--- src/rtl/pb_intc.sv ---
// Picoblaze port-bus interrupt controller: edge-detected sources latched into PENDING,
// masked by ENABLE, and delivered one at a time through an IDLE/ASSERT/SERVICE handshake.
module pb_intc #(
    parameter logic [7:0] INTC_BASE_ADDRESS = 8'h10
) (
    input  logic       clk,
    input  logic       reset,
    input  logic [7:0] port_id,
    input  logic [7:0] data_in,
    output logic [7:0] data_out,
    input  logic       read_strobe,
    input  logic       write_strobe,
    input  logic [7:0] irq_in,
    output logic       interrupt,
    input  logic       interrupt_ack,
    output logic [1:0] dbg_state_o
);

    typedef enum logic [1:0] {
        ST_IDLE    = 2'd0,
        ST_ASSERT  = 2'd1,
        ST_SERVICE = 2'd2
    } state_t;

    localparam logic [1:0] OFS_ENABLE  = 2'd0;
    localparam logic [1:0] OFS_PENDING = 2'd1;
    localparam logic [1:0] OFS_ACTIVE  = 2'd2;
    localparam logic [1:0] OFS_EOI     = 2'd3;

    state_t     state_q, state_d;
    logic [7:0] irq_q;
    logic [7:0] enable_q, enable_d;
    logic [7:0] pending_q, pending_d;
    logic [7:0] active_id_q, active_id_d;
    logic [7:0] data_out_q, data_out_d;
    logic       int_q, int_d;

    logic [7:0] offset;
    logic       in_win;
    logic       wr_enable, wr_pending, wr_eoi;
    logic [7:0] rise;
    logic [7:0] masked;
    logic [2:0] idx;

    // Reads are side-effect free, so the read strobe carries no information here.
    logic unused_read_strobe;
    assign unused_read_strobe = read_strobe;

    // Window is located by offset so any base, aligned or not, decodes correctly.
    assign offset = port_id - INTC_BASE_ADDRESS;
    assign in_win = (offset[7:2] == 6'd0);

    assign wr_enable  = write_strobe && in_win && (offset[1:0] == OFS_ENABLE);
    assign wr_pending = write_strobe && in_win && (offset[1:0] == OFS_PENDING);
    assign wr_eoi     = write_strobe && in_win && (offset[1:0] == OFS_EOI);

    assign rise   = irq_in & ~irq_q;
    assign masked = pending_q & enable_q;

    // Lowest set bit wins: scan from the top so the last hit is the smallest index.
    always_comb begin
        idx = 3'd0;
        for (int i = 7; i >= 0; i--) begin
            if (masked[i]) begin
                idx = i[2:0];
            end
        end
    end

    always_comb begin
        enable_d = enable_q;
        if (wr_enable) begin
            enable_d = data_in;
        end
    end

    // A new edge overrides a coincident W1C on the same bit.
    always_comb begin
        pending_d = pending_q;
        if (wr_pending) begin
            pending_d = pending_q & ~data_in;
        end
        pending_d = pending_d | rise;
    end

    always_comb begin
        data_out_d = 8'h00;
        if (in_win) begin
            case (offset[1:0])
                OFS_ENABLE:  data_out_d = enable_q;
                OFS_PENDING: data_out_d = pending_q;
                OFS_ACTIVE:  data_out_d = active_id_q;
                default:     data_out_d = 8'h00;
            endcase
        end
    end

    always_comb begin
        state_d     = state_q;
        active_id_d = active_id_q;
        case (state_q)
            ST_IDLE: begin
                if (masked != 8'h00) begin
                    state_d = ST_ASSERT;
                end
            end
            ST_ASSERT: begin
                if (interrupt_ack) begin
                    state_d     = ST_SERVICE;
                    active_id_d = {1'b1, 4'b0000, idx};
                end else if (masked == 8'h00) begin
                    state_d = ST_IDLE;
                end
            end
            ST_SERVICE: begin
                if (wr_eoi) begin
                    state_d        = ST_IDLE;
                    active_id_d[7] = 1'b0;
                end
            end
            default: begin
                state_d = ST_IDLE;
            end
        endcase
        int_d = (state_d == ST_ASSERT);
    end

    always_ff @(posedge clk or negedge reset) begin
        if (!reset) begin
            state_q     <= ST_IDLE;
            irq_q       <= 8'h00;
            enable_q    <= 8'h00;
            pending_q   <= 8'h00;
            active_id_q <= 8'h00;
            data_out_q  <= 8'h00;
            int_q       <= 1'b0;
        end else begin
            state_q     <= state_d;
            irq_q       <= irq_in;
            enable_q    <= enable_d;
            pending_q   <= pending_d;
            active_id_q <= active_id_d;
            data_out_q  <= data_out_d;
            int_q       <= int_d;
        end
    end

    // interrupt comes straight off a flop that mirrors "state is ASSERT".
    assign interrupt   = int_q;
    assign data_out    = data_out_q;
    assign dbg_state_o = state_q;

endmodule

--- config.mk ---
export PLATFORM = sky130hd
export DESIGN_NAME = pb_intc
export DESIGN_NICKNAME = d
export VERILOG_FILES = /design/src/rtl/pb_intc.sv
export SDC_FILE = /design/constraint.sdc
export NUM_CORES = 1
export LEC_CHECK = 0
export CORE_MARGIN = 2
export CORE_UTILIZATION = 45
export CTS_CLUSTER_DIAMETER = 80
export DETAILED_ROUTE_END_ITERATION = 8
export DONT_BUFFER_PORTS = 1
export PLACE_DENSITY_LB_ADDON = 0.2
export SYNTH_ARGS = -nofsm -noshare
export SYNTH_HDL_FRONTEND = slang
export SYNTH_SLANG_ARGS = --single-unit
--- constraint.sdc ---
create_clock -name clk -period 3.04 [get_ports clk]
set_input_delay 0.912 -clock clk [delete_from_list [all_inputs] [get_ports clk]]
set_output_delay 0.912 -clock clk [all_outputs]
set_load 0.01 [all_outputs]
==> flow_summary.yaml, run 1 <==
critical_path:
  worst_ep_arrival_time_ns: 2.71
  crit_type: "in2reg"
  reg2reg_depth: 2
  start_kind: "input pin"
  critPathCaptureType: "register"
  rrSetupSlack_ns: 1.71
  endpoint: "enable_q[7]"
  rr_startpoint: "dbg_state_o[1]"
  crit_required_ns: 3.28
  critPathMaxFanout: 8
  crit_path_start: "port_id[3]"
  rr_endpoint: "active_id_q[2]"
worst_hold_path:
  worstHoldPathType: "in2async"
routing:
  met3_length_um: 202
  vias: 1054
  wl_met1_mm: 1.28
  postRouteAntennaNets: 0
  wl_met2_mm: 1.46
  dr.pass1.iters: 4
  drc_errors: 0
  vias_per_cell: 5.49
  top_layer: "met4"
  wl_per_cell_um: 15.7
  wl_mm: 3.02
  drt-initial-drc-count: 46
synth:
  synth-seq-cells: 39
  ys_seq_area_share_pct: 59.7
  netlist_instances: 140
  synth_fp_nets: 169
  synth_area_mm2: 0.00163
  yosys_warnings: 0
  synth_cell_types: 25
  syn_area_per_cell_um2: 11.7
clock_network:
  numCtsBuffers: 5
  root_buffer: "clkbuf_4"
  post_cts_buffers: 0
  h-tree-depth: 2
  clkLatencyLatePin_ns: 0.35
  cts_tree: "done"
  cts.clk_slew.worst_paths_ns: 0.12
  ctsResizeCount: 0
  hold_buffers: 0
  ctsLongestPathBuffers: 2
  cts_num_sinks: 39
cells_and_area:
  seqCellArea_um2: 976
  layout_common_cells: "dfrtp_1 (39), nand2_1 (21), nor2_1 (13)"
  antenna_cells: 0
  multiInputGateArea_um2: 609
  layout_commonest_cell: "dfrtp_1"
  fillers: 311
  fin_nets: 174
  areaGrowthSynthToFinish_pct: 8.12
  drive_gt1_share_pct: 13.0
sta:
  rsz0062_at_grt: "false"
  setup_viol: 0
  finalSetupTns_ns: 0
  max_slew_margin_pct: 67.0
  hold_violations: 0
  fmax_ghz: 0.405
  drv_slew: 0
  clock_skew_ns: 0.0129
  period_share_pct: 81.2
  layout_min_cycle_time_ns: 2.47
  holdWs_ns: 0.233
  worstMarginPinSlew_ns: 0.495
global_route:
  grt_pass1_vias: 1078
  grt_pass1_wl_mm: 5.00
  globalRoute.totalOverflow: 0
  antenna_found_initial: 0
  track_usage_pct: 16.2
  grt_start_max_net_pins: 40
floorplanning:
  die_y_um: 64.3
  die_w_um: 64.3
  ios: 40
  dieArea_mm2: 0.00413
  core_mm2: 0.00342
  initial_core_util_pct: 47.8
  num_rows: 21
place:
  io_buffer_count: 0
  place_congestion: 0.722
  dp_hpwl_mm: 2.16
power_and_ir_drop:
  p_sw_mw: 0.254
  power_mw: 1.06
  p_int_mw: 0.803
  pwr-share-clk_pct: 34.2
  combPwrFrac_pct: 8.7
  p_leak_nw: 0.857
  power.density_mw_per_mm2: 598
  switching_share_pct: 24.0
  peakVddDrop_mv: 0.201
  seqPwrFrac_pct: 57.1
status:
  outcome: "finished clean"
job:
  drv_cap: 0
## sequential cells by signal, indices dropped and copies added (netlist names)
| register | count |
|---|---|
| irq_q | 8 |
| data_out | 8 |
| pending_q | 8 |
| interrupt | 1 |
| active_id_q | 4 |
| dbg_state_o | 2 |
| enable_q | 8 |
## area by class of cell
cell class | count | share of cell area [%]
timing repair buffer | 1 | 0.425
sequential | 39 | 55.2
tap | 46 | 3.26
inverter | 8 | 1.70
multi-input combinational | 90 | 34.5
clock inverter | 2 | 1.98
clock buffer | 6 | 2.90
## logic make-up after synthesis
logic type             after synthesis  share of synthesized area, %
multiplexers                        16                          12.3
AO/OA/AOI/OAI                       28                          11.9
buffers and inverters               11                          2.99
AND/OR/NAND/NOR                     46                          13.2
flip-flops                          39                          59.7
## synthesized netlist by cell type
cell	n	area, µm²
dfrtp_1	39	976
nand2_1	21	78.8
nor2_1	13	48.8
a21oi_1	10	50.1
a22o_1	9	78.8
inv_1	8	30.0
mux2_4	8	120
mux2i_1	8	80.1
a221oi_1	2	17.5
clkbuf_1	2	7.51
nand3_1	2	10.0
nor2b_1	2	12.5
o21ai_0	2	10.0
o31ai_1	2	15.0
or3_1	2	12.5
a31oi_1	1	6.26
and4_1	1	8.76
buf_6	1	11.3
nand3b_1	1	7.51
nor3_1	1	5.00
o211ai_1	1	7.51
o41ai_1	1	8.76
or2_4	1	8.76
or3b_1	1	8.76
or4b_4	1	13.8
## through the flow
stage / area, µm² / util [%] / setup slack [ns] / std cells
6_report: 1770 / 51.7 / 0.570 / 192
5_1_grt: 1770 / 51.7 / 0.533 / 192
4_1_cts: 1770 / 51.7 / 0.550 / 192
3_5_place_dp: 1680 / 49.2 / 0.195 / 184
3_3_place_gp: 1680 / 49.2 / 0.191 / 184
2_1_floorplan: 1630 / - / 0.386 / 140
## metal layers
layer  GRT usage (%)  vias to the layer above
met5               0                        -
met4            7.98                        0
met3            5.46                        7
met2            25.3                       33
met1            20.1                      512
li1                -                      502
## worst max-delay path, stage by stage
cell,delay (ns)
or4b_4,0.53
or2_4,0.29
or3b_1,0.61
mux2_4,0.37
## power by group through the flow
| stage | clock network (mW) | logic, mW | registers, mW |
|---|---|---|---|
| after CTS | 0.369 | 0.0908 | 0.604 |
| after global placement | 0 | 0.0853 | 0.610 |
| after floorplan | 0 | 0.0780 | 0.604 |
| after global routing | 0.397 | 0.102 | 0.611 |
| final | 0.361 | 0.0917 | 0.604 |
| after detailed placement | 0 | 0.0900 | 0.615 |
## how the worst min path moves through the flow
stage,from,cells after the start,end,slack [ns]
floorplan,active_id_q[2],2,active_id_q[2],0.44
global placement,active_id_q[2],2,active_id_q[2],0.47
detailed placement,active_id_q[2],2,active_id_q[2],0.47
CTS,reset,0,dbg_state_o[0],0.23
global route,reset,0,dbg_state_o[0],0.21
finish,reset,0,dbg_state_o[0],0.23
Power figures use the tool's default switching activity.
==> run 2: changes to the inputs <==
==> constraint.sdc (replaced) <==
create_clock -name clk -period 2.2 [get_ports clk]
set_input_delay 0.66 -clock clk [delete_from_list [all_inputs] [get_ports clk]]
set_output_delay 0.66 -clock clk [all_outputs]
set_load 0.01 [all_outputs]
==> run 2 against run 1 <==
  * Via count up 0.85%
  * Worst setup slack worse by 0.43 ns
  * Global-route usage up 0.67 points
  * Largest power group unchanged
==> flow_summary.yaml, run 2 (same netlist as run 1, synthesis figures left out) <==
sta:
  period_share_pct: 93.5
  postLayoutSetupSlackWorst_ns: 0.143
  hold_violations: 0
  setup_viol: 0
  finalSetupTns_ns: 0
  rsz0062_at_grt: "false"
  layout_min_cycle_time_ns: 2.06
  max_slew_margin_pct: 79.5
  fmax_ghz: 0.486
  worstMarginPinSlew_ns: 0.306
  clock_skew_ns: 0.00543
  drv_slew: 0
global_route:
  grt_pass1_wl_mm: 5.14
  antenna_found_initial: 0
  grt_start_max_net_pins: 40
  grt_pass1_vias: 1112
  track_usage_pct: 16.9
  globalRoute.totalOverflow: 0
clock_network:
  cts_num_sinks: 39
  h-tree-depth: 2
  cts.clk_slew.worst_paths_ns: 0.11
  post_cts_buffers: 0
  numCtsBuffers: 5
  ctsLongestPathBuffers: 2
  cts_tree: "done"
  clkLatencyLatePin_ns: 0.34
  ctsResizeCount: 0
  root_buffer: "clkbuf_4"
critical_path:
  crit_path_start: "port_id[3]"
  critPathCaptureType: "register"
  worst_ep_arrival_time_ns: 2.29
  crit_required_ns: 2.43
  rr_startpoint: "dbg_state_o[1]"
  crit_type: "in2reg"
  start_kind: "input pin"
  critPathMaxFanout: 8
job:
  drv_cap: 0
place:
  io_buffer_count: 0
  preCtsSetupSlack_ns: -0.214
  place_congestion: 0.732
  dp_hpwl_mm: 2.22
cells_and_area:
  layout_commonest_cell: "dfrtp_1"
  fin_nets: 179
  drive_gt1_share_pct: 15.3
  fin_util_pct: 52.3
  layout_common_cells: "dfrtp_1 (39), nand2_1 (21), nor2_1 (13)"
  antenna_cells: 0
  areaGrowthSynthToFinish_pct: 9.34
floorplanning:
  dieArea_mm2: 0.00413
  num_rows: 21
  die_y_um: 64.3
  initial_core_util_pct: 47.8
  core_mm2: 0.00342
  die_w_um: 64.3
  ios: 40
routing:
  vias: 1063
  drc_errors: 0
  wl_mm: 3.03
  drt-initial-drc-count: 41
  dr.pass1.iters: 4
  wl_per_cell_um: 15.5
  postRouteAntennaNets: 0
  vias_per_cell: 5.42
power_and_ir_drop:
  power.density_mw_per_mm2: 751
  peakVddDrop_mv: 0.420
  p_leak_nw: 0.869
status:
  outcome: "finished clean"
worst_hold_path:
  worstHoldPathType: "in2async"
[run 2: changes by cell type in the layout (fill, tap and decap cells not counted), sizes merged]
cell    change
buf         +5
bufinv      -1
[run 2: cell type report]
cell class / count / area (µm²)
inverter: 8 / 30.0
clock inverter: 1 / 5.00
clock buffer: 6 / 51.3
fill: 308 / 1630
multi-input combinational: 90 / 609
sequential: 39 / 976
tap: 46 / 57.6
timing repair buffer: 6 / 57.6
[run 2: worst paths after layout]
check	endpoint	slack (ns)	depth (start not counted)
hold / removal	data_out[7]	0.14	1
setup reg to reg	active_id_q[2]	0.88	2
setup / recovery	enable_q[3]	0.14	5
max in group asynchronous	irq_q[7]	1.87	1
hold reg to reg	active_id_q[2]	0.50	2
min in group clk	irq_q[0]	0.33	0
[run 2: worst max-delay path, cell delays in order]
cell and delay [ns]:
or4b_4 0.53, or2_4 0.25, or3b_1 0.35, buf_4 0.20
mux2_4 0.30
[run 2: through the flow]
stage	total power, mW	hold WS [ns]	area (µm²)	instances
finish	1.34	0.141	1790	196
global route	1.41	0.131	1790	196
global placement	0.962	0.365	1710	188
detailed placement	0.973	0.365	1710	188
floorplan	0.942	0.364	1630	140
CTS	1.36	0.134	1790	196
[run 2: metal layers]
metal,vias to the layer above,global-route usage [%],routed length [µm]
met2,24,26.4,1440
li1,511,-,-
met3,8,6.69,165
met1,520,20.4,1350
met5,-,0,0
met4,0,7.71,71
[run 2: report_power, final]
group / leakage, nW / total [mW] / switching [mW] / internal (mW)
clock network: 0.0341 / 0.369 / 0.221 / 0.148
logic: 0.362 / 0.140 / 0.0703 / 0.0694
registers: 0.473 / 0.834 / 0.0579 / 0.776
total: 0.869 / 1.34 / 0.349 / 0.993
[run 2: timing repair]
item / 4_1_cts / 5_1_grt
hold buffers: 1 / 0
hold endpoints to repair: 39 / 0
endpoints found under the setup margin: 0 / 0
==> run 3: changes to the inputs <==
--- a/config.mk
+++ b/config.mk
@@ -5,8 +5,8 @@
 export SDC_FILE = /design/constraint.sdc
 export NUM_CORES = 1
 export LEC_CHECK = 0
-export CORE_MARGIN = 2
-export CORE_UTILIZATION = 45
+export CORE_MARGIN = 1
+export CORE_UTILIZATION = 40
 export CTS_CLUSTER_DIAMETER = 80
 export DETAILED_ROUTE_END_ITERATION = 8
 export DONT_BUFFER_PORTS = 1
==> run 3 against run 2 <==
  * Fmax is 2.2% lower
  * Combinational power is 11% lower
  * Non-clock buffer count is 1 lower
  * Clock-buffer cell count is 1 higher
  * Cell count is 1.0% higher
  * Largest power group unchanged
==> flow_summary.yaml, run 3 (same netlist as run 1, synthesis figures left out) <==
global_route:
  busiest_layer: "met2"
  grt.met1_usage_pct: 20.0
  grt_use_met3_pct: 7.24
  antenna_found_initial: 0
  grt_pass1_vias: 1098
  grt_start_max_net_pins: 40
  track_usage_pct: 16.9
  globalRoute.totalOverflow: 0
  grt_pass1_wl_mm: 5.32
  met2_usage_pct: 27.2
place:
  io_buffer_count: 0
  place_congestion: 0.709
  dp.cells: 190
  dp_hpwl_mm: 2.32
cells_and_area:
  layout_commonest_cell: "dfrtp_1"
  fin_nets: 178
  layout_common_cells: "dfrtp_1 (39), nand2_1 (21), nor2_1 (13)"
  fin_cells: 198
  drive_gt1_share_pct: 14.0
  fillers: 351
  fin_util_pct: 47.2
  antenna_cells: 0
  areaGrowthSynthToFinish_pct: 9.80
routing:
  wl_per_cell_um: 15.9
  vias: 1071
  vias_per_cell: 5.41
  dr.pass1.iters: 4
  wl_mm: 3.15
  postRouteAntennaNets: 0
  drc_errors: 0
  drt-initial-drc-count: 50
clock_network:
  clkLatencyLatePin_ns: 0.28
  cts_num_sinks: 39
  numCtsBuffers: 5
  cts.clk_slew.worst_paths_ns: 0.07
  ctsResizeCount: 0
  ctsLongestPathBuffers: 2
  h-tree-depth: 2
  root_buffer: "clkbuf_8"
  post_cts_buffers: 0
  cts_tree: "done"
  hold_buffers: 0
critical_path:
  rrSetupSlack_ns: 0.89
  worst_ep_arrival_time_ns: 2.27
  critPathCaptureType: "register"
  start_kind: "input pin"
  crit_required_ns: 2.37
  crit_type: "in2reg"
  critPathMaxFanout: 8
sta:
  holdWs_ns: 0.0657
  setup_viol: 0
  hold_violations: 0
  period_share_pct: 95.6
  max_slew_margin_pct: 80.4
  rsz0062_at_grt: "false"
  drv_slew: 0
  worstMarginPinSlew_ns: 0.293
  clock_skew_ns: 0.00278
  finalSetupTns_ns: 0
  fmax_ghz: 0.475
  layout_min_cycle_time_ns: 2.10
floorplanning:
  dieArea_mm2: 0.00434
  initial_core_util_pct: 43.0
  die_w_um: 65.9
  ios: 40
  num_rows: 22
  die_y_um: 65.9
  core_mm2: 0.00380
job:
  drv_cap: 0
power_and_ir_drop:
  power.density_mw_per_mm2: 786
  power_mw: 1.41
  peakVddDrop_mv: 0.417
  p_leak_nw: 0.868
status:
  outcome: "finished clean"
worst_hold_path:
  worstHoldPathType: "in2async"
==> run 3: cell type report <==
cell class              count  area (µm²)  area share (%)
inverters                   8        30.0            1.67
multi-input cells          90         609            34.0
clock inverters             1        5.00           0.279
well taps                  48        60.1            3.35
clock buffers               7        76.3            4.25
repair buffers              5        37.5            2.09
flip-flops and latches     39         976            54.4
==> run 3: per-layer routing <==
metal	wire [µm]	share of wire (%)	up-vias
li1	-	-	507
met1	1370	44	528
met2	1550	49	31
met3	193	6.1	5
met4	34	1.1	0
met5	0	0	-
==> run 3: per-stage QoR <==
| stage | setup WS (ns) | instance area [µm²] |
|---|---|---|
| 4_1_cts | 0.0979 | 1790 |
| 3_3_place_gp | -0.187 | 1710 |
| 6_report | 0.0960 | 1790 |
| 5_1_grt | 0.0729 | 1790 |
| 3_5_place_dp | -0.203 | 1710 |
| 2_1_floorplan | -0.159 | 1630 |
==> run 3: critical path, stage by stage <==
cell    delay [ns]
or4b_4        0.52
or2_4         0.24
or3b_1        0.34
buf_4         0.20
mux2_4        0.31
==> run 3: worst paths after layout <==
check / cells past startpoint / start / endpoint
setup / recovery: 5 / port_id[3] / enable_q[5]
hold / removal: 0 / reset / active_id_q[1]
setup reg to reg: 2 / dbg_state_o[1] / active_id_q[2]
hold reg to reg: 2 / active_id_q[2] / active_id_q[2]
max in group asynchronous: 0 / reset / enable_q[3]
min in group clk: 0 / irq_in[4] / irq_q[4]
==> run 3: report_power, final <==
group | internal [mW] | switching [mW]
registers | 0.777 | 0.0605
clock network | 0.222 | 0.228
logic | 0.0657 | 0.0581
